--- src/rtl/fetch_pkg.sv ---
`default_nettype none
// ============================================================================
// Module      : fetch_pkg
// Description : Shared types and constants for the instruction fetch stage.
// Revision    : 1.0 - initial release
// ============================================================================
package fetch_pkg;

    localparam int INST_BYTES = 4;

    typedef struct packed {
        logic [31:0] pc;
        logic [31:0] inst;
    } fetch_entry_t;

    localparam int ENTRY_W = $bits(fetch_entry_t);

endpackage
`default_nettype wire

--- src/rtl/fetch_unit_if.sv ---
`default_nettype none
// ============================================================================
// Module      : fetch_unit_if
// Description : Redirect, instruction-memory and fetch-queue channels of the
//               fetch stage.
// Revision    : 1.0 - initial release
// ============================================================================
interface fetch_unit_if;
    import fetch_pkg::*;

    logic        redirect_valid;
    logic [31:0] redirect_pc;

    logic        imem_req_valid;
    logic        imem_req_ready;
    logic [31:0] imem_req_addr;

    logic        imem_resp_valid;
    logic        imem_resp_ready;
    logic [31:0] imem_resp_inst;

    logic        fq_valid;
    logic        fq_ready;
    logic [31:0] fq_pc;
    logic [31:0] fq_inst;

    modport master (
        input  redirect_valid, redirect_pc,
        output imem_req_valid, imem_req_addr,
        input  imem_req_ready,
        input  imem_resp_valid, imem_resp_inst,
        output imem_resp_ready,
        output fq_valid, fq_pc, fq_inst,
        input  fq_ready
    );

    modport slave (
        output redirect_valid, redirect_pc,
        input  imem_req_valid, imem_req_addr,
        output imem_req_ready,
        output imem_resp_valid, imem_resp_inst,
        input  imem_resp_ready,
        input  fq_valid, fq_pc, fq_inst,
        output fq_ready
    );

endinterface
`default_nettype wire

--- src/rtl/fetch_fifo.sv ---
`default_nettype none
// ============================================================================
// Module      : fetch_fifo
// Description : Synchronous FIFO with push, pop, flush, count, full, empty.
// Revision    : 1.0 - initial release
// ============================================================================
module fetch_fifo #(
    parameter int WIDTH = 32,
    parameter int DEPTH = 4,
    parameter int CNT_W = $clog2(DEPTH + 1)
) (
    input  logic             clk,
    input  logic             rst,
    input  logic             push,
    input  logic [WIDTH-1:0] push_data,
    input  logic             pop,
    output logic [WIDTH-1:0] pop_data,
    input  logic             flush,
    output logic [CNT_W-1:0] count,
    output logic             full,
    output logic             empty
);

    localparam int PTR_W = (DEPTH > 1) ? $clog2(DEPTH) : 1;

    logic [WIDTH-1:0] r_mem [DEPTH];
    logic [PTR_W-1:0] r_wr_ptr;
    logic [PTR_W-1:0] r_rd_ptr;
    logic [CNT_W-1:0] r_count;
    logic             w_do_push;
    logic             w_do_pop;

    function automatic logic [PTR_W-1:0] next_ptr(input logic [PTR_W-1:0] p);
        return (p == PTR_W'(DEPTH - 1)) ? '0 : p + 1'b1;
    endfunction

    assign empty     = (r_count == '0);
    assign full      = (r_count == CNT_W'(DEPTH));
    assign count     = r_count;
    assign pop_data  = r_mem[r_rd_ptr];
    assign w_do_pop  = pop && !empty;
    // A full FIFO may still accept a push when the head leaves in the same cycle
    assign w_do_push = push && (!full || w_do_pop);

    always_ff @(posedge clk) begin
        if (rst || flush) begin
            r_wr_ptr <= '0;
            r_rd_ptr <= '0;
            r_count  <= '0;
        end else begin
            if (w_do_push) r_wr_ptr <= next_ptr(r_wr_ptr);
            if (w_do_pop)  r_rd_ptr <= next_ptr(r_rd_ptr);
            case ({w_do_push, w_do_pop})
                2'b10:   r_count <= r_count + 1'b1;
                2'b01:   r_count <= r_count - 1'b1;
                default: r_count <= r_count;
            endcase
        end
    end

    always_ff @(posedge clk) begin
        if (w_do_push && !flush) begin
            r_mem[r_wr_ptr] <= push_data;
        end
    end

endmodule
`default_nettype wire

--- src/rtl/fetch_unit.sv ---
`default_nettype none
// ============================================================================
// Module      : fetch_unit
// Description : PC owner and fetch-request issuer; pairs returned words with
//               their PCs in a credit-protected fetch queue feeding decode.
// Revision    : 1.0 - initial release
// ============================================================================
module fetch_unit
    import fetch_pkg::*;
#(
    parameter logic [31:0] RESET_PC        = 32'h0000_0000,
    parameter int          MAX_OUTSTANDING = 4,
    parameter int          FQ_DEPTH        = 4
) (
    input  logic         clk,
    input  logic         rst,
    fetch_unit_if.master bus
);

    localparam int IF_W     = $clog2(MAX_OUTSTANDING + 1);
    localparam int FQ_CNT_W = $clog2(FQ_DEPTH + 1);

    logic [31:0]         r_pc;
    logic [IF_W-1:0]     r_inflight;
    logic [IF_W-1:0]     r_drop;

    logic                w_req_fire;
    logic                w_resp_fire;
    logic                w_drop_resp;
    logic                w_fq_push;
    logic                w_fq_pop;
    logic                w_fq_full;
    logic                w_fq_empty;
    logic [FQ_CNT_W-1:0] w_fq_cnt;
    logic                w_tag_full;
    logic                w_tag_empty;
    logic [IF_W-1:0]     w_tag_cnt;
    logic [31:0]         w_tag_pc;
    logic [31:0]         w_credit_used;
    fetch_entry_t        w_push_entry;
    fetch_entry_t        w_head;
    logic [ENTRY_W-1:0]  w_head_bits;
    logic                w_unused;

    // Every issued request reserves a queue slot, so responses never need to stall
    assign w_credit_used      = 32'(r_inflight) + 32'(w_fq_cnt);
    assign bus.imem_req_valid = !rst && !bus.redirect_valid
                              && (32'(r_inflight) < 32'(MAX_OUTSTANDING))
                              && (w_credit_used < 32'(FQ_DEPTH));
    assign bus.imem_req_addr  = r_pc;
    assign bus.imem_resp_ready = !rst;

    assign w_req_fire  = bus.imem_req_valid && bus.imem_req_ready;
    assign w_resp_fire = bus.imem_resp_valid && bus.imem_resp_ready;
    assign w_drop_resp = (r_drop != '0) || bus.redirect_valid;
    assign w_fq_push   = w_resp_fire && !w_drop_resp;
    assign w_fq_pop    = bus.fq_valid && bus.fq_ready;

    assign w_push_entry = '{pc: w_tag_pc, inst: bus.imem_resp_inst};
    assign w_head       = w_head_bits;
    assign bus.fq_valid = !rst && !w_fq_empty;
    assign bus.fq_pc    = w_head.pc;
    assign bus.fq_inst  = w_head.inst;

    assign w_unused = &{1'b0, w_tag_full, w_tag_empty, w_tag_cnt, w_fq_full,
                        bus.redirect_pc[1:0]};

    always_ff @(posedge clk) begin
        if (rst) begin
            r_pc       <= RESET_PC;
            r_inflight <= '0;
            r_drop     <= '0;
        end else begin
            if (bus.redirect_valid) begin
                r_pc <= {bus.redirect_pc[31:2], 2'b00};
            end else if (w_req_fire) begin
                r_pc <= r_pc + 32'(INST_BYTES);
            end

            r_inflight <= r_inflight + IF_W'(w_req_fire) - IF_W'(w_resp_fire);

            // No request fires during a redirect, so this is the post-edge inflight count
            if (bus.redirect_valid) begin
                r_drop <= r_inflight - IF_W'(w_resp_fire);
            end else if (w_resp_fire && (r_drop != '0)) begin
                r_drop <= r_drop - 1'b1;
            end
        end
    end

    // Tags are never flushed: squashed responses still return and retire their tag
    fetch_fifo #(
        .WIDTH (32),
        .DEPTH (MAX_OUTSTANDING),
        .CNT_W (IF_W)
    ) u_tag_fifo (
        .clk       (clk),
        .rst       (rst),
        .push      (w_req_fire),
        .push_data (r_pc),
        .pop       (w_resp_fire),
        .pop_data  (w_tag_pc),
        .flush     (1'b0),
        .count     (w_tag_cnt),
        .full      (w_tag_full),
        .empty     (w_tag_empty)
    );

    fetch_fifo #(
        .WIDTH (ENTRY_W),
        .DEPTH (FQ_DEPTH),
        .CNT_W (FQ_CNT_W)
    ) u_fq (
        .clk       (clk),
        .rst       (rst),
        .push      (w_fq_push),
        .push_data (w_push_entry),
        .pop       (w_fq_pop),
        .pop_data  (w_head_bits),
        .flush     (bus.redirect_valid),
        .count     (w_fq_cnt),
        .full      (w_fq_full),
        .empty     (w_fq_empty)
    );

endmodule
`default_nettype wire

--- src/flat_wrapper.sv ---
// flat-port wrapper written by rule: the top's interface ports become plain ports
module fetch_unit_flat import fetch_pkg::*;
#(
    parameter logic [31:0] RESET_PC        = 32'h0000_0000,
    parameter int          MAX_OUTSTANDING = 4,
    parameter int          FQ_DEPTH        = 4
)
  (clk, rst, bus_redirect_valid, bus_redirect_pc, bus_imem_req_valid, bus_imem_req_addr, bus_imem_req_ready, bus_imem_resp_valid, bus_imem_resp_inst, bus_imem_resp_ready, bus_fq_valid, bus_fq_pc, bus_fq_inst, bus_fq_ready);
  fetch_unit_if bus_i ();
  input  logic clk;
  input  logic rst;
  input wire logic [$bits(bus_i.redirect_valid)-1:0] bus_redirect_valid;
  input wire logic [$bits(bus_i.redirect_pc)-1:0] bus_redirect_pc;
  output wire logic [$bits(bus_i.imem_req_valid)-1:0] bus_imem_req_valid;
  output wire logic [$bits(bus_i.imem_req_addr)-1:0] bus_imem_req_addr;
  input wire logic [$bits(bus_i.imem_req_ready)-1:0] bus_imem_req_ready;
  input wire logic [$bits(bus_i.imem_resp_valid)-1:0] bus_imem_resp_valid;
  input wire logic [$bits(bus_i.imem_resp_inst)-1:0] bus_imem_resp_inst;
  output wire logic [$bits(bus_i.imem_resp_ready)-1:0] bus_imem_resp_ready;
  output wire logic [$bits(bus_i.fq_valid)-1:0] bus_fq_valid;
  output wire logic [$bits(bus_i.fq_pc)-1:0] bus_fq_pc;
  output wire logic [$bits(bus_i.fq_inst)-1:0] bus_fq_inst;
  input wire logic [$bits(bus_i.fq_ready)-1:0] bus_fq_ready;
  assign bus_i.redirect_valid = bus_redirect_valid;
  assign bus_i.redirect_pc = bus_redirect_pc;
  assign bus_imem_req_valid = bus_i.imem_req_valid;
  assign bus_imem_req_addr = bus_i.imem_req_addr;
  assign bus_i.imem_req_ready = bus_imem_req_ready;
  assign bus_i.imem_resp_valid = bus_imem_resp_valid;
  assign bus_i.imem_resp_inst = bus_imem_resp_inst;
  assign bus_imem_resp_ready = bus_i.imem_resp_ready;
  assign bus_fq_valid = bus_i.fq_valid;
  assign bus_fq_pc = bus_i.fq_pc;
  assign bus_fq_inst = bus_i.fq_inst;
  assign bus_i.fq_ready = bus_fq_ready;
  fetch_unit #(.RESET_PC(RESET_PC), .MAX_OUTSTANDING(MAX_OUTSTANDING), .FQ_DEPTH(FQ_DEPTH)) u_core (.clk(clk), .rst(rst), .bus(bus_i));
endmodule
--- config.mk ---
export PLATFORM = sky130hd
export DESIGN_NAME = fetch_unit_flat
export DESIGN_NICKNAME = d
export VERILOG_FILES = /design/src/rtl/fetch_pkg.sv /design/src/rtl/fetch_unit_if.sv /design/src/rtl/fetch_fifo.sv /design/src/rtl/fetch_unit.sv /design/src/flat_wrapper.sv
export SDC_FILE = /design/constraint.sdc
export NUM_CORES = 1
export LEC_CHECK = 0
export ABC_AREA = 1
export CAP_MARGIN = 15
export CORE_UTILIZATION = 30
export DETAILED_ROUTE_END_ITERATION = 16
export GPL_ROUTABILITY_DRIVEN = 1
export GPL_TIMING_DRIVEN = 0
export SLEW_MARGIN = 0
export SYNTH_ARGS = -nofsm -noshare
export SYNTH_HDL_FRONTEND = slang
export SYNTH_HIERARCHICAL = 1
export SYNTH_SLANG_ARGS = --single-unit
--- constraint.sdc ---
create_clock -name clk -period 5.8 [get_ports clk]
set_input_delay 0.58 -clock clk [delete_from_list [all_inputs] [get_ports clk]]
set_output_delay 0.58 -clock clk [all_outputs]
set_load 0.02 [all_outputs]
==> run_results.csv, run 1 <==
group,metric,value,unit
place,gp_congestion,0.894,
timing,max_slew.worst_pin.slew,0.827,ns
worst_setup_path,cp_max_fo,25,
global_routing,grt_overflow,0,
worst_setup_path,regToRegSetupSlack,2.42,ns
cts,root_buffer_master,"clkbuf_16",
finish,synth_to_layout_area_growth,24.5,%
global_routing,groute.usage.overall,0.151,
floorplan,floorplan.initialDensity,0.303,
finish,design_area,0.0222,mm2
flow_run,maxCapViolCount,0,
timing,min_period_over_period,0.642,
timing,setup_viol_count_final,0,
global_routing,grtUsageMet2,0.244,
worst_hold_path,worst_hold_startpoint,"u_core/u_tag_fifo/r_rd_ptr[1]",
pwr,p_leak,0.00769,uW
worst_setup_path,timing.critical_path.slowest_stage_cell,"nor3_1",
worst_hold_path,holdCritPathClass,"reg -> reg",
cts,cts_max_level,2,
floorplan,floorplan.die.height,246,um
finish,antenna_cells,0,
floorplan,floorplan.io_pins,169,
worst_setup_path,critical_path_class,"in -> reg",
routing,dr_total_vias,12000,
finish,proportion_of_layout_cells_with_a_drive_suffix_above_1,0.0961,
floorplan,placeableCoreArea,0.0589,mm2
global_routing,first_global_vias,11800,
cts,post_cts_setup_bufs,0,
finish,num-nets-final,1815,
floorplan,dieArea,0.0605,mm2
cts,post_cts.resized_instances,0,
finish,most_used_cells_in_the_layout_excluding_fill_and_tap_cells,"edfxtp_1, nor2_1, clkdlybuf4s50_1",
worst_setup_path,timing.critical_path.mode_cell,"buf_12",
synth,syn-instance-count,1488,
global_routing,maximum_number_of_pins_on_one_net_before_global_route_repair,28,
routing,antenna_violating_nets_post_route,0,
cts,numCtsBuffers,46,
worst_setup_path,critPathCaptureType,"flop",
routing,first_pass_iteration_count_of_the_detailed_router,5,
timing,timing.max_slew.rel_slack,0.444,
routing,drc,0,
worst_setup_path,cpPeakStageDelay,0.77,ns
global_routing,global_route.usage.met3,0.0266,
pwr,vdd.ir_drop.worst,0.000174,V
worst_setup_path,r2r_start,"u_core/r_drop[0]",
timing,maxClockFrequency,0.268,GHz
worst_hold_path,hold_depth,2,
worst_setup_path,arrival,3.99,ns
place,placed_area,0.0208,mm2
timing,layout_setup_ws,2.07,ns
routing,drtIter0Drc,926,
worst_setup_path,critical_path.reg2reg.endpoint,"u_core/u_fq/r_mem[0][38]",
worst_setup_path,crit_required,6.06,ns
global_routing,grt_pass1_wl,69.7,mm
worst_setup_path,timing.reg2reg.worst_path_depth,11,
finish,final_common_cell,"edfxtp_1",
worst_setup_path,crit_chain,"clkdlybuf4s50_1 > clkbuf_1 > nor3_1 > nand2_2 > or2_4 > nor2_4 > buf_12 > buf_12",
routing,post_drt_via_cell_ratio,4.76,
cts,clkTransAtPathRegs,0.06,ns
cts,tritoncts,"yes",
timing,finalClockSkew,0.0140,ns
pwr,powerDensity,300,mW/mm2
outcome,outcome,"completed",
timing,rsz0062_at_grt,"no",
floorplan,core.rowCount,89,
timing,slew_viol_final,0,
global_routing,antenna_found_initial,0,
cts,later_pin_clock_latency_in_the_skew_report,0.58,ns
routing,routedWlPerCell,18.3,um
timing,hold_violation_total_from_the_final_report,0,
global_routing,global_route.usage.met1,0.205,
synth,synthesis.area_per_instance,12.0,um2
global_routing,highest_utilization_routing_layer_at_the_global_route_stage,"met2",
synth,netlist_area,0.0178,mm2
cts,clk_path_buf_depth,3,
cts,cts_sinks,438,
synth,yosys_warnings,6,
routing,finalWirelength,46.2,mm
place,dp_hpwl,30.8,mm
place,dp_slack,1.51,ns
worst_hold_path,holdPathEnd,"u_core/u_tag_fifo/r_rd_ptr[1]",
cts,holdBufCountCts,0,
place,port_buffers,164,
timing,period_needed,3.73,ns
worst_setup_path,critical_path.startpoint_type,"input pin",
floorplan,chipWidth,246,um
## how the worst max path moves through the flow
stage,start,endpoint,slack (ns)
final,bus_redirect_valid,u_core/u_fq/r_mem[0][38],2.07
after global routing,bus_redirect_valid,u_core/u_fq/r_mem[0][38],1.94
after CTS,bus_redirect_valid,u_core/u_fq/r_mem[0][38],2.10
after detailed placement,bus_redirect_valid,u_core/u_fq/r_mem[0][19],1.51
after global placement,bus_redirect_valid,u_core/u_fq/r_mem[3][24],-2.54
after floorplan,rst,u_core/u_fq/r_mem[0][0],0.92
## sequential cells by signal, summed over array words and instances, names as in the netlist, named ones only
name / count
u_core/u_tag_fifo/count: 3
u_core/r_inflight: 3
u_core/u_tag_fifo/r_mem: 128
u_core/u_tag_fifo/r_rd_ptr: 2
u_core/u_tag_fifo/r_wr_ptr: 2
u_core/r_drop: 3
u_core/u_fq/r_mem: 256
u_core/bus.imem_req_addr: 30
u_core/u_fq/r_rd_ptr: 2
u_core/u_fq/count: 3
u_core/u_fq/r_wr_ptr: 2
## per-layer routing
layer | part of all wire | vias up
met5 | 0 | -
met4 | 0.022 | 0
met3 | 0.064 | 68
met2 | 0.47 | 403
met1 | 0.44 | 5824
li1 | - | 5747
## area by class of cell
| class | count | area, um2 |
|---|---|---|
| Multi-Input combinational cell | 887 | 4500 |
| Buffer | 75 | 458 |
| Inverter | 99 | 374 |
| Clock buffer | 59 | 1220 |
| Tap cell | 773 | 967 |
| Sequential cell | 438 | 12600 |
| Timing Repair Buffer | 176 | 1890 |
| Fill cell | 5588 | 36700 |
| Clock inverter | 24 | 211 |
## metrics by stage
stage | instances | hold slack, ns | utilization | total power, uW | TNS (ns)
after floorplan | 1499 | 0.472 | - | 3740 | 0
after global placement | 2436 | 0.495 | 0.348 | 3910 | -618.07
after detailed placement | 2448 | 0.512 | 0.353 | 3920 | 0
after CTS | 2531 | 0.520 | 0.377 | 6740 | 0
after global routing | 2531 | 0.544 | 0.377 | 6900 | 0
final | 2531 | 0.528 | 0.377 | 6670 | 0
## power by group
group          internal [uW]  leakage (uW)  switching, uW
clock network           1620      0.000704           1190
logic                    142       0.00307            188
registers               3470       0.00392           60.1
total                   5230       0.00769           1440
## worst max-delay path: cells and delay by family
family | cells | cell delay, ns
and+or+nand+nor | 4 | 1.92
buffers and inverters | 4 | 1.43
Note: power is estimated with default switching activity, not from simulation.
==> inputs of run 2 (changes only) <==
- clock period: 5.8 -> 3.2 ns (I/O delays scaled with it)
==> run_results.csv, run 2 (synthesis results as in run 1) <==
group,metric,value,unit
global_routing,grtUsageMet2,0.252,
place,gp_congestion,0.869,
pwr,switching_power,2630,uW
pwr,powerDensity,542,mW/mm2
timing,rsz0062_at_grt,"no",
pwr,p_total,12100,uW
worst_setup_path,critPathCaptureType,"output port",
timing,hold_violation_total_from_the_final_report,0,
routing,dr_total_vias,12000,
finish,num-nets-final,1814,
place,dp_hpwl,30.6,mm
global_routing,groute.usage.overall,0.150,
timing,setup_viol_count_final,0,
floorplan,core.rowCount,89,
floorplan,dieArea,0.0605,mm2
global_routing,global_route.usage.met3,0.0263,
worst_setup_path,cp_max_fo,10,
worst_setup_path,timing.critical_path.slowest_stage_cell,"clkdlybuf4s50_1",
pwr,power_frac_seq,0.529,
cts,tritoncts,"yes",
cts,later_pin_clock_latency_in_the_skew_report,0.58,ns
finish,final_common_cell,"edfxtp_1",
worst_hold_path,holdCritPathClass,"in -> reg",
timing,finalClockSkew,0.0299,ns
pwr,vdd.ir_drop.worst,0.000312,V
floorplan,floorplan.die.height,246,um
floorplan,floorplan.io_pins,169,
floorplan,floorplan.initialDensity,0.303,
floorplan,placeableCoreArea,0.0589,mm2
finish,fill_cells,5611,
pwr,swShare,0.218,
finish,largest_register,"u_core/u_fq/r_mem",
finish,proportion_of_layout_cells_with_a_drive_suffix_above_1,0.101,
worst_setup_path,critical_path.startpoint_type,"flop",
cts,clk_path_buf_depth,3,
routing,drc,2,
cts,root_buffer_master,"clkbuf_16",
place,port_buffers,164,
worst_setup_path,crit_chain,"buf_4 > clkbuf_1 > o21ai_0 > o22ai_1 > clkdlybuf4s50_1",
finish,synth_to_layout_area_growth,24.7,%
timing,maxClockFrequency,0.324,GHz
timing,slew_viol_final,0,
global_routing,global_route.usage.met1,0.201,
cts,numCtsBuffers,45,
outcome,outcome,"complete, but fails checks",
worst_setup_path,crit_family,"buffers and inverters",
cts,post_cts_setup_bufs,0,
worst_setup_path,critical_path_class,"reg -> out",
timing,timing.setup.tns,0,ns
cts,holdBufCountCts,0,
worst_setup_path,arrival,2.77,ns
cts,clkTransAtPathRegs,0.06,ns
global_routing,maximum_number_of_pins_on_one_net_before_global_route_repair,29,
timing,layout_setup_ws,0.109,ns
pwr,intPower,9430,uW
cts,cts_max_level,2,
worst_setup_path,cpPeakStageDelay,0.67,ns
worst_setup_path,critical_path.n_buffers_inverters,3,
floorplan,chipWidth,246,um
routing,post_drt_via_cell_ratio,4.74,
global_routing,first_global_vias,11800,
routing,first_pass_iteration_count_of_the_detailed_router,11,
global_routing,highest_utilization_routing_layer_at_the_global_route_stage,"met2",
timing,period_needed,3.09,ns
timing,timing.max_slew.rel_slack,0.529,
routing,drtIter0Drc,904,
finish,antenna_cells,0,
outcome,failed_checks,"design-rule violations",
global_routing,antenna_found_initial,0,
finish,largest_register_ff_count,256,
flow_run,maxCapViolCount,0,
global_routing,grt_pass1_wl,69.2,mm
pwr,p_leak,0.00770,uW
place,dp_slack,-0.493,ns
worst_setup_path,crit_required,2.88,ns
routing,finalWirelength,45.9,mm
routing,antenna_violating_nets_post_route,0,
pwr,comb_power_share,0.050,
global_routing,grt_overflow,0,
timing,min_period_over_period,0.966,
cts,cts_sinks,438,
timing,timing.hold.ws,0.343,ns
timing,max_slew.worst_pin.slew,0.707,ns
finish,most_used_cells_in_the_layout_excluding_fill_and_tap_cells,"edfxtp_1, nor2_1, clkdlybuf4s50_1",
pwr,p_clk_frac,0.421,
routing,routedWlPerCell,18.1,um
## run 2: final timing paths
path | end | slack [ns] | depth (start not counted) | startpoint
min | u_core/bus.imem_req_addr[5] | 0.34 | 3 | bus_redirect_pc[5]
max | bus_fq_pc[10] | 0.11 | 5 | flop
max reg2reg | u_core/u_tag_fifo/r_mem[3][7] | 0.25 | 10 | u_core/r_inflight[2]
min reg2reg | flop | 0.51 | 2 | u_core/u_tag_fifo/r_rd_ptr[1]
## run 2: layout make-up
class,count,area (um2),share of cell area
Clock inverter,30,270,0.0121
Buffer,75,464,0.0209
Tap cell,773,967,0.0435
Inverter,99,374,0.0168
Multi-Input combinational cell,887,4510,0.202
Sequential cell,438,12600,0.567
Clock buffer,52,1170,0.0527
Timing Repair Buffer,176,1890,0.0849
## run 2: metal layers
layer	vias to the layer above	share of wire
li1	5755	-
met1	5775	0.45
met2	401	0.48
met3	61	0.056
met4	0	0.019
met5	-	0
## run 2: power by group through the flow
stage	clock network, uW	registers, uW	logic [uW]
after global routing	5420	6390	658
after detailed placement	0	6510	598
after global placement	0	6510	577
after floorplan	0	6490	284
after CTS	5200	6380	600
final	5080	6390	598
## run 2: worst reg2reg max path: cells and delay by family, from the launching register on
kind	cells	cell delay, ns
and+or+nand+nor	6	1.32
buffers and inverters	3	0.66
DFF	1	0.41
adders and majority gates	1	0.25
## run 2: what timing repair did
item	CTS	global route
gates resized for setup	2	8
gates cloned	0	0
setup endpoints to repair	4	140
## run 2: metrics by stage
stage / area, um2 / cells / util
after floorplan: 17900 / 1499 / -
after global placement: 20500 / 2436 / 0.348
after detailed placement: 20800 / 2448 / 0.353
after CTS: 22200 / 2530 / 0.378
after global routing: 22300 / 2530 / 0.378
final: 22300 / 2530 / 0.378
